--- src/rtl/instr_fetch.sv ---
// Instruction fetch unit: sequences a fixed 18-word program ROM through IDLE/RUN/HALT,
// with stall, single-step, restart/abort control and a saturating issue counter.
module instr_fetch #(
  parameter int unsigned PROG_LEN = 32'd18,
  parameter int unsigned PC_W     = 32'd5,
  parameter bit          LOOP     = 1'b1
) (
  input  logic            clk,
  input  logic            rst,
  input  logic            start,
  input  logic            stop,
  input  logic            stall,
  input  logic            step_mode,
  input  logic            step,
  output logic [15:0]     ReadInstr,
  output logic [PC_W-1:0] PC,
  output logic            InstrValid,
  output logic            Halted,
  output logic [7:0]      InstrCount
);

  typedef enum logic [1:0] {
    IDLE = 2'd0,
    RUN  = 2'd1,
    HALT = 2'd2
  } state_t;

  localparam logic [PC_W-1:0] PC_ZERO = {PC_W{1'b0}};
  localparam logic [PC_W-1:0] PC_ONE  = {{(PC_W-1){1'b0}}, 1'b1};
  localparam logic [PC_W-1:0] PC_LAST = PC_W'(PROG_LEN - 32'd1);

  // Program ROM; words past the program end read as zero.
  function automatic logic [15:0] rom_word(input logic [PC_W-1:0] addr);
    logic [31:0] idx;
    logic [15:0] word;
    idx = 32'(addr);
    case (idx)
      32'd0:   word = 16'hA100;
      32'd1:   word = 16'hD1FE;
      32'd2:   word = 16'hD1FF;
      32'd3:   word = 16'h1C80;
      32'd4:   word = 16'hF900;
      32'd5:   word = 16'hA906;
      32'd6:   word = 16'hD9FE;
      32'd7:   word = 16'hD9FF;
      32'd8:   word = 16'h00C0;
      32'd9:   word = 16'h2B01;
      32'd10:  word = 16'hD3FE;
      32'd11:  word = 16'hD3FF;
      32'd12:  word = 16'hB905;
      32'd13:  word = 16'h0A80;
      32'd14:  word = 16'h3F01;
      32'd15:  word = 16'h3040;
      32'd16:  word = 16'hCF00;
      32'd17:  word = 16'h0280;
      default: word = 16'h0000;
    endcase
    rom_word = (idx < PROG_LEN) ? word : 16'h0000;
  endfunction

  state_t          state_r, state_s;
  logic [PC_W-1:0] pc_r, pc_s;
  logic [15:0]     instr_r, instr_s;
  logic            valid_r, valid_s;
  logic            halted_r, halted_s;
  logic [7:0]      count_r, count_s;
  logic            advance_s;
  logic [7:0]      count_inc_s;

  // Next-state and next-output computation; stop outranks start, which outranks normal sequencing.
  always_comb begin
    state_s     = state_r;
    pc_s        = pc_r;
    instr_s     = instr_r;
    valid_s     = valid_r;
    halted_s    = halted_r;
    count_s     = count_r;
    advance_s   = !stall && (!step_mode || step);
    count_inc_s = (count_r == 8'hFF) ? count_r : count_r + 8'd1;
    if (stop) begin
      state_s  = IDLE;
      pc_s     = PC_ZERO;
      instr_s  = 16'h0000;
      valid_s  = 1'b0;
      halted_s = 1'b0;
    end else if (start) begin
      state_s  = RUN;
      pc_s     = PC_ZERO;
      instr_s  = rom_word(PC_ZERO);
      valid_s  = 1'b1;
      halted_s = 1'b0;
      count_s  = 8'd1;
    end else begin
      case (state_r)
        IDLE: begin
          instr_s  = 16'h0000;
          valid_s  = 1'b0;
          halted_s = 1'b0;
        end
        RUN: begin
          if (advance_s) begin
            if (pc_r == PC_LAST) begin
              if (LOOP) begin
                pc_s    = PC_ZERO;
                instr_s = rom_word(PC_ZERO);
                count_s = count_inc_s;
              end else begin
                state_s  = HALT;
                instr_s  = 16'h0000;
                valid_s  = 1'b0;
                halted_s = 1'b1;
              end
            end else begin
              pc_s    = pc_r + PC_ONE;
              instr_s = rom_word(pc_r + PC_ONE);
              count_s = count_inc_s;
            end
          end else begin
            valid_s = 1'b1;
          end
        end
        HALT: begin
          instr_s  = 16'h0000;
          valid_s  = 1'b0;
          halted_s = 1'b1;
        end
        default: begin
          state_s  = IDLE;
          pc_s     = PC_ZERO;
          instr_s  = 16'h0000;
          valid_s  = 1'b0;
          halted_s = 1'b0;
        end
      endcase
    end
  end

  // State and output registers with synchronous reset.
  always_ff @(posedge clk) begin
    if (rst) begin
      state_r  <= IDLE;
      pc_r     <= PC_ZERO;
      instr_r  <= 16'h0000;
      valid_r  <= 1'b0;
      halted_r <= 1'b0;
      count_r  <= 8'd0;
    end else begin
      state_r  <= state_s;
      pc_r     <= pc_s;
      instr_r  <= instr_s;
      valid_r  <= valid_s;
      halted_r <= halted_s;
      count_r  <= count_s;
    end
  end

  assign ReadInstr  = instr_r;
  assign PC         = pc_r;
  assign InstrValid = valid_r;
  assign Halted     = halted_r;
  assign InstrCount = count_r;

endmodule

--- config.mk ---
export PLATFORM = sky130hd
export DESIGN_NAME = instr_fetch
export DESIGN_NICKNAME = d
export VERILOG_FILES = /design/src/rtl/instr_fetch.sv
export SDC_FILE = /design/constraint.sdc
export NUM_CORES = 1
export LEC_CHECK = 0
export ABC_AREA = 1
export CORE_ASPECT_RATIO = 1.2
export CORE_MARGIN = 2
export CORE_UTILIZATION = 46
export CTS_CLUSTER_DIAMETER = 50
export DETAILED_ROUTE_END_ITERATION = 16
export PLACE_DENSITY_LB_ADDON = 0.1
export REMOVE_ABC_BUFFERS = 1
export SLEW_MARGIN = 20
export SYNTH_ARGS = -nofsm -noshare
export SYNTH_HDL_FRONTEND = slang
export SYNTH_SLANG_ARGS = --single-unit
--- constraint.sdc ---
create_clock -name clk -period 1.7 [get_ports clk]
set_input_delay 0.425 -clock clk [delete_from_list [all_inputs] [get_ports clk]]
set_output_delay 0.425 -clock clk [all_outputs]
set_load 0.005 [all_outputs]
==> reports/results.txt, run 1 <==
YS warnings -> 0
Hold_ws -> 0.4648 ns
Status -> finished, final reports clean
Mapped Cells -> 271
Worst Setup SP -> PC[2]
Max-Cap Viols -> 0
Clk_skew -> 0.009531 ns
FF-to-FF path depth -> 8
Pre-Repair DR Iteration Count -> 4
Initial antenna violation count -> 0
Clk root buf -> clkbuf_8
Worst Hold Class -> flip-flop to flip-flop
Layout cells sized above 1 -> 27.54%
Arr. time, crit path -> 1.23 ns
Avg Cell Area, Syn -> 7.004 um^2
Rows -> 25
H-tree depth -> 2
RR Endpoint -> PC[4]
Worst hold path depth -> 2
Hold Fails Final Rpt -> 0
Leak Pwr -> 1.196 nW
CP Launch Type -> flip-flop
DRT iter0 DRCs -> 133
Max rail drop VDD -> 0.3605 mV
Post-synth top flop -> dfxtp_1
Vias per std cell -> 4.875
Max clock buf depth -> 2
# IOs -> 38
Core Area -> 3941 um^2
DRT Wirelength -> 4848 um
Critical path type -> flip-flop to output port
Skew-Pair Late Insertion Delay -> 0.28 ns
Critical Path Fanout Max -> 8
Worst Setup End Kind -> output port
Leading cell type in the layout, fill and taps excluded -> nand2_1
Post-Syn Area -> 1898 um^2
Antenna diode count -> 0
R2r startpoint -> PC[1]
Setup Viol. Count Final -> 0
Fmax -> 605.7 MHz
Pins Over Slew Limit -> 0
Final setup margin -> 0.04915 ns
Reg-to-reg slack, setup -> 0.10 ns
DR vias -> 1945
Hold path startpoint -> ReadInstr[7]
Total gr overflow -> 0
TritonCTS clock tree -> done
Most frequent cells in the layout -> nand2_1 (70), buf_4 (41), clkdlybuf4s50_1 (33)
Worst-path clk slew -> 0.06 ns
Placer Congestion -> 0.8601
WL/cell -> 12.15 um
IO buf count -> 36
Share of flip-flops with an asynchronous set or reset -> 0%
Sequential share of the synthesized area -> 30.59%
Fillers -> 359
Residual DRC -> 0
Post-DP HPWL -> 3737 um
Die area -> 4658 um^2
GR Util All Layers -> 21.40%
Worst EP required -> 1.27 ns
Final ANT Viol Nets -> 0
Die H -> 74.37 um
Power density over the cells -> 519.5 nW/um^2
EDFF count, synth -> 0
Die Wd -> 62.64 um
Setup_tns -> 0 ns
# nets final -> 360
Clk sinks -> 29
Place WS -> -0.2187 ns
FF+latch count, synth -> 29
RSZ-0062 raised after global routing -> false
Hold Crit Endpoint -> ReadInstr[7]
Area grow syn2layout -> 42.78%
Pin count of the biggest net entering global routing -> 16
Global-route wire length before repair -> 7928 um
Distinct cells, synth -> 39
Min cycle time layout -> 1.651 ns
Total CTS buffers -> 5
Initial Util -> 48.16%
Via count of the first global-routing pass -> 1779
Tcrit/Tclk final -> 97.11%
-- where the power goes --
| part | internal [W] | switching (W) |
|---|---|---|
| combinational | 0.0000680 | 0.0000706 |
| sequential | 0.000685 | 0.00000572 |
| clock | 0.000321 | 0.000257 |
| total | 0.00107 | 0.000334 |
-- per-layer routing --
metal	vias to the layer above	part of all wire (%)	track usage (%)
li1	1026	-	-
met1	881	46	25.93
met2	33	50	38.83
met3	5	3.0	4.085
met4	0	1.1	6.667
met5	-	0	0
-- cells in the mapped netlist, types with 2 or more instances --
cell type	instances	area, um^2
o21ai_0	8	40.04
xor2_1	2	17.52
a31oi_1	3	18.77
nand2_1	71	266.5
dfxtp_1	29	580.6
clkbuf_1	2	7.510
a21oi_1	27	135.1
buf_6	2	22.52
nor2_2	2	12.51
nand3_1	23	115.1
buf_4	4	30.03
ha_1	8	100.1
o21ai_1	4	20.02
buf_2	3	15.01
nor2_1	16	60.06
nand4_1	5	31.28
inv_1	22	82.58
o211ai_1	3	22.52
nand2_4	3	33.78
nor2_4	2	22.52
o21ai_2	2	17.52
a21oi_2	2	17.52
nand2_2	7	43.79
inv_2	6	22.52
-- state kept, by name, summed over array words and instances (netlist names) --
| name | cells |
|---|---|
| ReadInstr | 14 |
| InstrCount | 8 |
| PC | 5 |
| InstrValid | 1 |
| state_r | 1 |
-- metrics by stage --
step           total power (W)  util (%)  cells  cell area, um^2
6_report              0.001408     68.76    399             2710
3_3_place_gp         0.0008440     64.16    388             2529
3_5_place_dp         0.0008454     64.16    388             2529
5_1_grt               0.001465     68.76    399             2710
4_1_cts               0.001417     66.73    395             2630
2_1_floorplan        0.0007690         -    259             1808
-- repair_timing --
action / 4_1_cts / 5_1_grt
gates resized for setup: 6 / 18
hold buffers: 0 / 0
setup endpoints to repair: 18 / 27
buffers inserted: 0 / 4
pin swaps: 0 / 1
-- cells by family after synthesis --
group | synth area share (%)
other | 0.1976
and+or+nand+nor | 34.67
AOI/OAI and AO/OA | 17.73
buffers and inverters | 10.61
DFF | 30.59
adders and majority gates | 5.274
xor gates and xnor gates | 0.9230
-- area by class of cell --
type / count / area [um^2] / share of cell area, %
Multi-Input combinational cell: 201 / 1152 / 42.52
Timing Repair Buffer: 79 / 698.2 / 25.76
Sequential cell: 29 / 591.8 / 21.84
Inverter: 29 / 113.9 / 4.201
Clock buffer: 7 / 86.33 / 3.186
Tap cell: 54 / 67.56 / 2.493
-- worst max-delay path by stage --
stage                    end  cells past startpoint
2_1_floorplan  ReadInstr[15]                     12
3_3_place_gp           PC[1]                      8
3_5_place_dp   InstrCount[3]                      9
4_1_cts                PC[0]                      2
5_1_grt                PC[4]                      8
6_report               PC[2]                      2
-- worst max-delay path, cell delays in order (launching register included) --
cell	delay [ns]
dfxtp_1	0.32
buf_6	0.13
clkdlybuf4s50_1	0.50
(Power assumes the default switching activity.)
==> inputs of run 2 (changes only) <==
--- a/config.mk
+++ b/config.mk
@@ -5,10 +5,9 @@
 export SDC_FILE = /design/constraint.sdc
 export NUM_CORES = 1
 export LEC_CHECK = 0
-export ABC_AREA = 1
 export CORE_ASPECT_RATIO = 1.2
 export CORE_MARGIN = 2
-export CORE_UTILIZATION = 46
+export CORE_UTILIZATION = 49
 export CTS_CLUSTER_DIAMETER = 50
 export DETAILED_ROUTE_END_ITERATION = 16
 export PLACE_DENSITY_LB_ADDON = 0.1
==> run 2 against run 1 <==
Compared with the run above: utilization increased by 22 points; combinational power increased by 47%; highest routed layer unchanged; non-clock buffer count increased by 74; die area increased by 19%; largest cell class unchanged; first-iteration DRC count increased to 2.8 times the previous value; count of clock-buffer cells in the layout decreased by 2; total power increased by 28%; the flow now finishes with violations (negative setup slack); clock skew about the same.
==> reports/results.txt, run 2 <==
Status -> finished, violations left
Failing checks -> negative setup slack
Switching Share -> 24.04%
Total gr overflow -> 0
Residual DRC -> 0
DRT Wirelength -> 11420 um
Post-Syn Area -> 2422 um^2
Crit-path cells -> inv_2 -> ha_4 -> buf_4 -> nand2b_4 -> nand3_1 -> a21oi_2 -> buf_6 -> or3_1 -> a31oi_1
Mapped Cells -> 323
Comb power frac -> 11.3%
Die Wd -> 68.19 um
Initial Util -> 50.10%
Clk_skew -> 0.009375 ns
Worst hold path depth -> 2
Pin count of the biggest net entering global routing -> 17
Worst-path clk slew -> 0.08 ns
Clock power frac -> 50.4%
Final cell count without fillers -> 516
Slowest cell on crit path -> dfxtp_4
FF+latch count, synth -> 29
Hold Fails Final Rpt -> 0
Worst-margin pin slew -> 0.5338 ns
FF-to-FF path depth -> 9
Setup Viol. Count Final -> 13
Synth top area share -> 23.97%
Number of instances in the placed design -> 482
Critical path type -> flip-flop to flip-flop
Max reg flops -> 14
Reg-to-reg slack, setup -> -0.19 ns
Layout cells sized above 1 -> 47.37%
H-tree depth -> 2
Via count of the first global-routing pass -> 3061
Min cycle time layout -> 1.887 ns
Power density over the cells -> 413.0 nW/um^2
Pins Over Slew Limit -> 0
XOR/XNOR Fraction of Synth Area -> 4.236%
Sequential share of the synthesized area -> 23.97%
Hold path startpoint -> ReadInstr[2]
Place WS -> -0.5298 ns
Hold_ws -> 0.4562 ns
Leak Pwr -> 1.722 nW
Sequential power share -> 38.3%
Post-synth top area cell -> dfxtp_1
Largest family of logic cells by synthesized area -> compound AO/OA/AOI/OAI gates
Vias per std cell -> 6.624
Total internal power -> 0.001369 W
RR Endpoint -> ReadInstr[14]
CP peak stage delay -> 0.40 ns
Synth top area cells -> dfxtp_1 (24%), a21oi_1 (6.4%), nand2_1 (5.0%)
Share of flip-flops with an asynchronous set or reset -> 0%
Simple-Gate Fraction of Synth Area -> 26.19%
R2r startpoint -> PC[0]
CP Depth -> 9
Post-synthesis adder-cell area fraction -> 4.132%
TritonCTS clock tree -> done
Global-route wire length before repair -> 15410 um
Post-synth top cells -> nand2_1 (32), a21oi_1 (31), dfxtp_1 (29), nor2_1 (26)
Clk root buf -> clkbuf_8
Core Area -> 4835 um^2
Arr. time, crit path -> 2.12 ns
Total CTS buffers -> 5
Final ANT Viol Nets -> 0
IO buf count -> 36
Max clock buf depth -> 2
CP Launch Type -> flip-flop
RSZ-0062 raised after global routing -> true
WL/cell -> 22.12 um
EDFF count, synth -> 0
GR Util All Layers -> 37.80%
Worst Hold Class -> flip-flop to flip-flop
DR vias -> 3418
Hold buffer count at cts -> 0
Max-Cap Viols -> 0
Multiplexer area fraction after synthesis -> 2.893%
# IOs -> 38
Worst EP required -> 1.93 ns
Antenna diode count -> 0
Most common cell in the synthesized netlist -> nand2_1
Worst Setup End Kind -> flip-flop
Critical Path Fanout Max -> 5
Final setup margin -> -0.1875 ns
Net Sw Power -> 0.0004334 W
YS warnings -> 0
Avg Cell Area, Syn -> 7.499 um^2
Placed Area -> 3437 um^2
Leading cell type in the layout, fill and taps excluded -> buf_4
Fmax -> 529.8 MHz
Pre-Repair DR Iteration Count -> 6
Clk sinks -> 29
Skew-Pair Late Insertion Delay -> 0.30 ns
CP top delay family -> simple AND/OR/NAND/NOR gates
Post-DP HPWL -> 6274 um
Die area -> 5524 um^2
Post-synth top flop -> dfxtp_1
Area grow syn2layout -> 80.22%
Post-route cell area -> 4365 um^2
Area fraction in compound gates after synthesis -> 30.73%
Placer Congestion -> 1.037
Rows -> 28
DRT iter0 DRCs -> 374
Worst Path Buf+Inv -> 3
Initial antenna violation count -> 0
Tcrit/Tclk final -> 111.0%
Die H -> 81.02 um
Relative slew slack -> 64.14%
Most frequent cells in the layout -> buf_4 (90), nand2_1 (26), clkdlybuf4s50_1 (23)
# nets final -> 470
Max rail drop VDD -> 0.4078 mV
Distinct cells, synth -> 67
Hold Crit Endpoint -> ReadInstr[2]
-- run 2: worst register-to-register path, cell delays in order (launching register included) --
cell	delay [ns]
dfxtp_4	0.40
inv_2	0.07
ha_4	0.30
buf_4	0.17
nand2b_4	0.07
nand3_1	0.12
a21oi_2	0.09
buf_6	0.13
or3_1	0.35
a31oi_1	0.13
-- run 2: kinds of logic (layout without fill, tap and decap cells) --
family          after synthesis  after routing
simple gates                119            119
compound gates              109            109
buf+inv                      40            173
flops                        29             29
xor+xnor                     10             10
fa+ha+maj                     8              8
mux                           7              7
other cells                   1              1
-- run 2: timing repair --
item	CTS	global route
hold endpoints to repair	0	0
setup buffers	23	4
endpoints found under the setup margin	27	28
pin swaps	24	23
gates cloned	2	0
gates resized for setup	86	65
-- run 2: final cells by class --
class	count	area, um^2
Clock inverter	3	65.06
Inverter	12	53.80
Tap cell	60	75.07
Multi-Input combinational cell	254	2087
Sequential cell	29	604.3
Clock buffer	5	68.82
Fill cell	205	469.2
Timing Repair Buffer	153	1411
-- run 2: worst max path at each step --
stage / startpoint / end / slack [ns]
6_report: PC[0] / ReadInstr[14] / -0.19
4_1_cts: PC[1] / ReadInstr[14] / -0.1
2_1_floorplan: PC[0] / ReadInstr[14] / -1.05
3_3_place_gp: start / ReadInstr[10] / -0.44
5_1_grt: PC[0] / ReadInstr[14] / -0.27
3_5_place_dp: start / ReadInstr[10] / -0.53
-- run 2: power groups by stage --
stage	clock, W	sequential, W	combinational [W]
after global routing	0.000931	0.000691	0.000215
after floorplan	0	0.000711	0.0000583
after global placement	0	0.000708	0.000151
after CTS	0.000878	0.000689	0.000176
final	0.000908	0.000691	0.000204
after detailed placement	0	0.000709	0.000154
-- run 2: stage by stage --
step                total power (W)  util [%]  TNS [ns]
detailed placement        0.0008627     71.09    -8.111
CTS                        0.001743     83.95   -0.4184
global route               0.001837     90.30    -2.179
finish                     0.001803     90.30    -1.396
global placement          0.0008599     71.09    -7.107
floorplan                 0.0007688         -    -14.44
-- run 2: layer usage --
layer  global-route usage (%)  vias up  share of wire [%]
li1                         -     1458                  -
met1                    43.78     1625                 35
met2                    64.56      257                 49
met3                    5.263       78                8.6
met4                    22.80        0                7.3
met5                        0        -                  0
